[src/rtl/harvard_fetch_alu.sv]
// Harvard-style fetch/execute slice: free-running program counter, read-only
// instruction ROM with combinational read, and a registered 32-bit ALU.
module harvard_fetch_alu #(
    parameter int ADDR_W = 6,
    parameter int DATA_W = 32,
    // Program image, fixed at elaboration; the default is the bring-up program.
    parameter logic [DATA_W-1:0] PROGRAM [2**ADDR_W] = '{
        0:       32'h00005003,
        1:       32'h10005003,
        2:       32'h2000C00A,
        3:       32'h30F0F0FF,
        4:       32'h40F0000F,
        5:       32'h50FFF0F0,
        6:       32'h10003005,
        7:       32'h7000101F,
        default: 32'h00000000
    }
) (
    input  logic              clk,
    input  logic              reset,
    output logic [ADDR_W-1:0] counter,
    output logic [DATA_W-1:0] instruction_out,
    output logic [DATA_W-1:0] out
);

    typedef enum logic [3:0] {
        OP_ADD  = 4'd0,
        OP_SUB  = 4'd1,
        OP_MUL  = 4'd2,
        OP_AND  = 4'd3,
        OP_OR   = 4'd4,
        OP_XOR  = 4'd5,
        OP_NOT  = 4'd6,
        OP_SHL  = 4'd7,
        OP_SHR  = 4'd8,
        OP_PASS = 4'd9,
        OP_SLT  = 4'd10,
        OP_SEQ  = 4'd11
    } opcode_t;

    opcode_t           opcode;
    logic [DATA_W-1:0] operand_a;
    logic [DATA_W-1:0] operand_b;
    logic [4:0]        shift_amount;
    logic [DATA_W-1:0] alu_result;

    always_ff @(posedge clk) begin
        if (reset) begin
            counter <= '0;
        end else begin
            counter <= counter + 1'b1;
        end
    end

    assign instruction_out = PROGRAM[counter];

    // Operands are 12-bit fields zero-extended to the datapath width; bits 27:24 are ignored.
    assign opcode       = opcode_t'(instruction_out[31:28]);
    assign operand_a    = {{(DATA_W-12){1'b0}}, instruction_out[23:12]};
    assign operand_b    = {{(DATA_W-12){1'b0}}, instruction_out[11:0]};
    assign shift_amount = instruction_out[4:0];

    always_comb begin
        alu_result = '0;
        case (opcode)
            OP_ADD:  alu_result = operand_a + operand_b;
            OP_SUB:  alu_result = operand_a - operand_b;
            OP_MUL:  alu_result = operand_a * operand_b;
            OP_AND:  alu_result = operand_a & operand_b;
            OP_OR:   alu_result = operand_a | operand_b;
            OP_XOR:  alu_result = operand_a ^ operand_b;
            OP_NOT:  alu_result = ~operand_a;
            OP_SHL:  alu_result = operand_a << shift_amount;
            OP_SHR:  alu_result = operand_a >> shift_amount;
            OP_PASS: alu_result = operand_a;
            OP_SLT:  alu_result = {{(DATA_W-1){1'b0}}, (operand_a < operand_b)};
            OP_SEQ:  alu_result = {{(DATA_W-1){1'b0}}, (operand_a == operand_b)};
            default: alu_result = '0;
        endcase
    end

    always_ff @(posedge clk) begin
        if (reset) begin
            out <= '0;
        end else begin
            out <= alu_result;
        end
    end

endmodule

[config.mk]
export PLATFORM = sky130hd
export DESIGN_NAME = harvard_fetch_alu
export DESIGN_NICKNAME = d
export VERILOG_FILES = /design/src/rtl/harvard_fetch_alu.sv
export SDC_FILE = /design/constraint.sdc
export NUM_CORES = 1
export LEC_CHECK = 0
export CAP_MARGIN = 20
export CORE_ASPECT_RATIO = 1.4
export CORE_MARGIN = 3
export CORE_UTILIZATION = 35
export DETAILED_ROUTE_END_ITERATION = 8
export PLACE_DENSITY_LB_ADDON = 0.3
export SLEW_MARGIN = 20
export SYNTH_ARGS = -nofsm -noshare
export SYNTH_HDL_FRONTEND = slang
export SYNTH_SLANG_ARGS = --single-unit
[constraint.sdc]
create_clock -name clk -period 18 [get_ports clk]
set_input_delay 4.5 -clock clk [delete_from_list [all_inputs] [get_ports clk]]
set_output_delay 4.5 -clock clk [all_outputs]
set_load 0.005 [all_outputs]
### Word-level counts from Yosys, hierarchy flattened

Memory sizes are Yosys's and may differ from the RTL's.
Cells that the tools add are included.

* output and inout bits: 70
* flip-flop bits (word level): 38
* memories kept: 1
* bits of input ports: 2
* ROM bits: 2048
* word-level logic and storage cells: 32

* reduce and logical (&&, ||, !) cells: 1
* shift-type cells: 2
* bitwise logic cells: 5
* $lt $le $gt $ge: 2
* multipliers: 1
* $add $sub $neg: 3
* equality and inequality tests: 12
* muxes and demuxes: 3

Memory list
* (no name shown): depth 64, bits a word 32, read ports 1, clocked after Yosys merged registers in 0, wr ports 0, RTL line 55 `assign instruction_out = PROGRAM[counter];`

Operators by type and width (number)
* $pmux 32 s12: 1
* $mux 32: 2
* $not 12->32: 1
* $shl 12x5->32: 1
* $shr 12x5->32: 1
* $mul 12x12->24: 1
* $eq 4x3->1 const B: 4
* $eq 4x4->1 const B: 4
* $add 12x12->13: 1
* $sub 12x12->13: 1
* $and 12x12->12: 1
* $eq 12x12->1: 1
* $lt 12x12->1: 1
* $or 12x12->12: 1
* $xor 12x12->12: 1
* $eq 4x2->1 const B: 2
* $ge 7x7->1 const B: 1
* $not 6->7: 1
* $add 6x1->6 const B: 1
* $eq 4x1->1 const B: 1
* $logic_not 4->1: 1

### Longest topological paths before layout

Gate-level depths: netlist (run 1).

* word-level depth: 6
* depth in mapped cells: 28
* depth with buffers taken out: 27

### Worst setup path before layout (run 1)

OpenSTA, ideal clock, no wires.

* path kind: register -> output
* start: reg counter[0]
* end: out instruction_out[3]
* stages on the path, launching flop included: 8
* arrival: 1.927 ns
* path buffers: 3
* setup slack: 11.573 ns
* cells stage by stage: dfxtp_1 > buf_2 > inv_1 > ha_1 > clkbuf_1 > nand2_1 > nor3b_4 > buf_2

* word-level cells in the longest chain between the ends: 4

RTL lines
* start, declared: RTL line 21 `output logic [ADDR_W-1:0] counter,`
* start signal, assigned: RTL line 51 `counter <= counter + 1'b1;`
* $not 6->7 (not written as such): RTL line 55
* $mem_v2 64x32
* $mux 32 (not written as such) (2 in a row): RTL line 55
* end, declared: RTL line 22 `output logic [DATA_W-1:0] instruction_out,`

No other way between the ends. The select of a mux whose other input is x is not followed.

### Worst setup path after layout (run 1)

* start: reg counter[2]
* end: out instruction_out[30]

The elaborated chain is that of the path after synthesis.

==> summary.txt, run 1 <==
Outcome
  • Status: finished, final reports clean

Logic synthesis
  • Ys flop type: dfxtp_1
  • Cell taking the most area after synthesis: ha_1
  • Main area contributors after synthesis: ha_1, fa_1, dfxtp_1
  • Post-synthesis cell type count: 72
  • Mean Syn Cell Area: 7.78 um2
  • EDFF count, synth: 0
  • Post-synthesis sequential area ratio: 12.7%
  • Post-Synthesis Cells: 771
  • Cell area after synthesis: ~6000 um2
  • FFs w/ async S/R, synth: 0%
  • #FFs+latches synth: 38
  • Ys Warns: 0
  • Yosys top cell area share: 16.1%

Critical path
  • Worst-path fanout max: 29
  • Required @ worst endpoint: 13500 ps
  • Critical path endpoint category: output port
  • CP arrival: between 3000 and 4000 ps
  • Startpoint Class: flop
  • Setup CP Type: flop to output port

Routing
  • Via count: 5506
  • First drt pass iteration count: 5
  • WL final: 18900 um
  • Vias per inst: 5.47
  • Drt initial violations: 334
  • ANT nets after route: 0
  • Routed len/inst: around 19 um
  • # DRC: 0

Timing
  • Slew Limit Fails: 0
  • Final Cycle Share: between 40 and 50%
  • FMAX: about 130 MHz
  • Relative max-transition margin: 28.4%
  • TNS Setup: 0 ps
  • Final hold violations: 0
  • Setup Viol. Count Final: 0
  • Minimum clock period: 7960 ps
  • Fin Clk Skew: 8.54 ps
  • RSZ-0062 raised after global routing: no
  • Worst Tran Pin Value: 1070 ps
  • Worst hold slack: 598 ps

CTS
  • Num Clock Sinks: 38
  • CTS H-Tree Depth: 2
  • Skew-Pair Late Insertion Delay: a little under 300 ps
  • CTS Buf Count: 5
  • Post-CTS Setup Inserts: 0
  • Clock buffer depth: 2
  • Clock transition at path regs: approximately 60 ps
  • PostCTS Resize Cnt: 0
  • CTS tree: built
  • CTS Root Cell: clkbuf_16
  • Hold bufs inserted after CTS: 0

Final layout
  • Finished Core Util: 41.0%
  • # fillers: 1744
  • Diode count: 0
  • Share of layout cells above drive strength 1: 5.85%
  • Nets: 930
  • Final Cell Area: 6860 um2
  • Area grow syn2layout: 14.4%

GRT
  • Largest net degree at the start of global routing: 40
  • First-pass GRT wire length: 30200 um
  • GR Overflow Total: 0
  • Vias in the first global route: ~5600
  • Total GRT Usage: 20.6%
  • Antenna violations before repair: 0

Die
  • Die Ht: roughly 160 um
  • DIE AREA: 18800 um2
  • Die extent in x: between 100 and 150 um
  • Std-Cell Core Area: around 17000 um2
  • Initial Utilization: between 30% and 40%
  • FP Rows: 56
  • Ports: 72

Place
  • DP Wirelength: 15200 um
  • Placed cell areas: between 6000 and 7000 um2
  • Placer Congestion: 0.962
  • Port buffer count: 62

Power and ir drop
  • Max VDD drop: 33.5 uV
  • Leakage: 3.16 nW
  • PD cells: 71.9 nW/um2
  • Tot Pwr: 0.494 mW

Worst hold path
  • Hold Crit Class: flop to flop

Job
  • Max cap viols: 0
[state kept, by name, indices dropped and copies added, names as in the netlist]
signal,flops
counter,6
out,32
[per-stage QoR]
step | cells | setup slack, ps
floorplan | 779 | 11570
global placement | 999 | 10450
detailed placement | 999 | 10430
CTS | 1007 | 10110
global route | 1007 | 9830
finish | 1007 | 10040
[power by group]
part / internal [mW] / leakage (nW) / switching [mW] / total [mW]
logic: 0.112 / 2.76 / 0.164 / 0.276
clock network: 0.0796 / 0.0940 / 0.0363 / 0.116
registers: 0.0955 / 0.311 / 0.00591 / 0.101
[synth_stat cells, types with 4 or more instances]
cell type	number
nor2_2	4
a21oi_1	51
nand4_1	6
dfxtp_1	38
o21ai_0	24
clkbuf_1	20
nand2b_1	8
a21o_1	9
and2_1	5
xnor2_1	17
nand2_1	62
inv_1	120
a211oi_1	10
nand3_1	26
o21ai_1	6
nor3_1	11
inv_2	9
buf_2	12
xor2_1	10
fa_1	48
nor4_1	5
nor2b_1	7
ha_1	77
a221oi_1	4
o22ai_1	6
o21a_1	6
o211ai_1	6
nor2_1	57
o41ai_1	4
nor3_2	4
o31ai_1	4
a31oi_1	22
buf_4	19
[cells by family after synthesis]
logic type               after synthesis  share of synthesized area (%)
AND/OR/NAND/NOR                      208                           17.2
adder cells (fa/ha/maj)              125                           32.1
AO/OA/AOI/OAI                        182                           19.9
multiplexers                           5                          0.960
flip-flops                            38                           12.7
XOR/XNOR                              27                           3.94
buffers and inverters                185                           13.1
other                                  1                         0.0625
[worst paths after layout]
| path | start | to | slack (ps) | cells past startpoint |
|---|---|---|---|---|
| worst max-delay path | counter[2] | instruction_out[30] | 10040 | 4 |
| worst min-delay path | counter[5] | counter[5] | 600 | 2 |
| worst max register to register | counter[2] | out[19] | 10570 | 17 |
| worst min register to register | counter[5] | counter[5] | 600 | 2 |
[routing by layer]
metal	track usage (%)	vias up	share of wire (%)
met5	0	-	0
met4	9.91	0	5.1
met3	1.73	54	5.0
met2	36.0	201	51
met1	25.1	2622	39
li1	-	2629	-
[cells in the final DEF (no fill, tap or decap), types with 3 or more instances in the layout]
cell type / count
inv_1: 120
ha_1: 77
nand2_1: 62
clkdlybuf4s50_1: 62
nor2_1: 57
a21oi_1: 51
fa_1: 48
dfxtp_1: 38
nand3_1: 26
o21ai_0: 24
a31oi_1: 22
xnor2_1: 17
nor3_1: 11
xor2_1: 10
a211oi_1: 10
inv_2: 9
a21o_1: 9
conb_1: 9
nand2b_1: 8
buf_4: 8
nor2b_1: 7
o21ai_1: 6
nand4_1: 6
o22ai_1: 6
o21a_1: 6
o211ai_1: 6
and2_1: 5
nor4_1: 5
clkbuf_16: 5
nor3_2: 4
nor2_2: 4
o41ai_1: 4
a221oi_1: 4
o31ai_1: 4
mux2_2: 3
clkinv_1: 3
a41oi_1: 3
o21bai_1: 3
a22o_1: 3
o2111ai_1: 3
[worst max-delay path, cell delays in order, from the launching register on]
cell and delay (ps):
dfxtp_1 1030, nor4b_2 540, nand2b_1 510, clkinv_1 490, clkdlybuf4s50_1 590
[layout make-up]
cell class / instances / area (um2) / area share [%]
multi-input combinational: 556 / 4480 / 65.2
sequential: 38 / 761 / 11.1
timing repair buffer: 70 / 681 / 9.92
inverter: 132 / 495 / 7.22
tap: 203 / 254 / 3.70
clock buffer: 5 / 125 / 1.82
clock inverter: 3 / 68.8 / 1.00
(Power assumes the default switching activity.)
==> run 2, diff against run 1 <==
Clock period 18 ns to 6.9 ns, I/O delays scaled along.
==> run 2 against run 1 <==
Compared with the run above:
- clock-buffer cell count unchanged
- via count increased by 1.4%
- sequential power increased to 2.6 times the previous value
- combinational power increased to 2.6 times the previous value
- total power increased to 2.5 times the previous value
- flip-flop and latch count unchanged
- critical endpoint is now out[16]
- largest power group unchanged
==> summary.txt, run 2 (synthesized netlist as in run 1, its figures left out) <==
Timing
  • Setup Viol. Count Final: 0
  • FMAX: 157 MHz
  • Minimum clock period: 6370 ps
  • Slack of the critical path: 530 ps
  • Relative max-transition margin: 48.6%
  • Worst hold slack: 645 ps
  • Final Cycle Share: 92.3%
  • TNS Setup: 0 ps
  • Worst Tran Pin Value: roughly 770 ps
  • Final hold violations: 0
  • Slew Limit Fails: 0
  • Fin Clk Skew: 7.19 ps
  • RSZ-0062 raised after global routing: no

Final layout
  • Commonest non-fill, non-tap cell in the layout: inv_1
  • Most flops, register: out
  • Share of layout cells above drive strength 1: slightly above 8%
  • Finished Core Util: 41.8%
  • Nets: 949
  • Largest registers: out x32, counter x6
  • Area grow syn2layout: 16.7%
  • Diode count: 0
  • Max reg flops: 32
  • Most frequent cells in the layout: inv_1, ha_1, nand2_1, clkdlybuf4s50_1, nor2_1

Critical path
  • FF-to-FF Start: counter[0]
  • Worst-path fanout max: 15
  • CP arrival: between 6000 and 7000 ps
  • Startpoint Class: flop
  • Required @ worst endpoint: 7120 ps
  • R2R setup slack: 530 ps
  • Setup CP Type: flop to flop
  • Critical path endpoint category: flop
  • Worst Setup SP: counter[0]

Die
  • Die extent in x: 117 um
  • Ports: 72
  • DIE AREA: 18800 um2
  • Initial Utilization: 35.8%
  • Std-Cell Core Area: 16700 um2
  • Die Ht: 161 um
  • FP Rows: between 50 and 60

Power and ir drop
  • Clock power frac: 21.3%
  • Max VDD drop: roughly 110 uV
  • Sw Share: a little over two fifths
  • Internal Power: roughly 0.7 mW
  • Net Switching: 0.534 mW
  • Sequential share of power: 20.6%
  • Leakage: 3.26 nW
  • Tot Pwr: between 1 and 1.5 mW
  • Combinational share of power: 58.1%
  • PD cells: 179 nW/um2

GRT
  • GR Util met3: under 10%
  • GR peak layer: met2
  • Met2 GRT Util: 36.5%
  • Vias in the first global route: 5603
  • Largest net degree at the start of global routing: 40
  • Antenna violations before repair: 0
  • Met1 global-route usage: a little under a quarter
  • First-pass GRT wire length: 30000 um
  • Total GRT Usage: 20.4%
  • GR Overflow Total: 0

Routing
  • ANT nets after route: 0
  • WL final: 18800 um
  • # DRC: 0
  • Via count: 5581
  • Drt initial violations: approximately 360
  • First drt pass iteration count: 5
  • Vias per inst: 5.44
  • Routed len/inst: 18.3 um

CTS
  • CTS H-Tree Depth: 2
  • Clock transition at path regs: approximately 60 ps
  • Post-CTS Setup Inserts: 0
  • Clock buffer depth: 2
  • CTS Buf Count: 5
  • CTS tree: built
  • Skew-Pair Late Insertion Delay: 290 ps
  • Hold bufs inserted after CTS: 0
  • Num Clock Sinks: 38
  • PostCTS Resize Cnt: 0
  • CTS Root Cell: clkbuf_16

Outcome
  • Status: finished, final reports clean

Place
  • Pre-CTS WS: between 400 and 500 ps
  • DP Wirelength: 15300 um
  • Port buffer count: 62
  • Placer Congestion: roughly 0.97

Worst hold path
  • Hold path startpoint: counter[5]
  • Hold Crit Class: flop to flop

Job
  • Max cap viols: 0
[run 2: path summary, 6_finish.rpt]
check | depth (start not counted) | to
min reg2reg | 2 | counter[5]
max | 25 | out[16]
min | 2 | counter[5]
max reg2reg | 25 | out[16]
[run 2: area by class of cell]
class,instances,area (um2)
clock buffer,5,125
fill,1707,9750
clock inverter,3,45.0
timing repair buffer,89,823
multi-input combinational,556,4490
tap,203,254
sequential,38,761
inverter,132,495
[run 2: metrics by stage]
step,cell area (um2),cells
global placement,6810,1018
global route,6990,1026
detailed placement,6810,1018
finish,6990,1026
CTS,6980,1026
floorplan,6030,779
[run 2: power groups by stage]
stage	registers, mW	clock network, mW	logic, mW
CTS	0.259	0.271	0.727
finish	0.259	0.267	0.730
global route	0.262	0.283	0.811
global placement	0.264	0	0.718
floorplan	0.267	0	0.477
detailed placement	0.264	0	0.724
[run 2: worst max-delay path, cell delays in order, from the launching register on]
cell and delay (ps):
dfxtp_1 330, buf_4 270, inv_1 130, ha_1 300, nand2_1 120, nand2_1 60
nor2_1 330, inv_1 250, nor2_1 260, inv_1 100, fa_1 530, inv_1 40
ha_1 190, fa_1 460, ha_1 290, inv_1 50, fa_1 540, inv_1 40
ha_1 380, a211o_1 310, a2111o_1 420, a311oi_1 400, a21oi_1 140, xor2_1 150
nand2_1 70, a31oi_1 150
[run 2: layer usage]
layer  wire length (um)  vias to the layer above
li1                   -                     2677
met1               7260                     2639
met5                  0                        -
met4                970                        0
met3                868                       66
met2               9660                      199
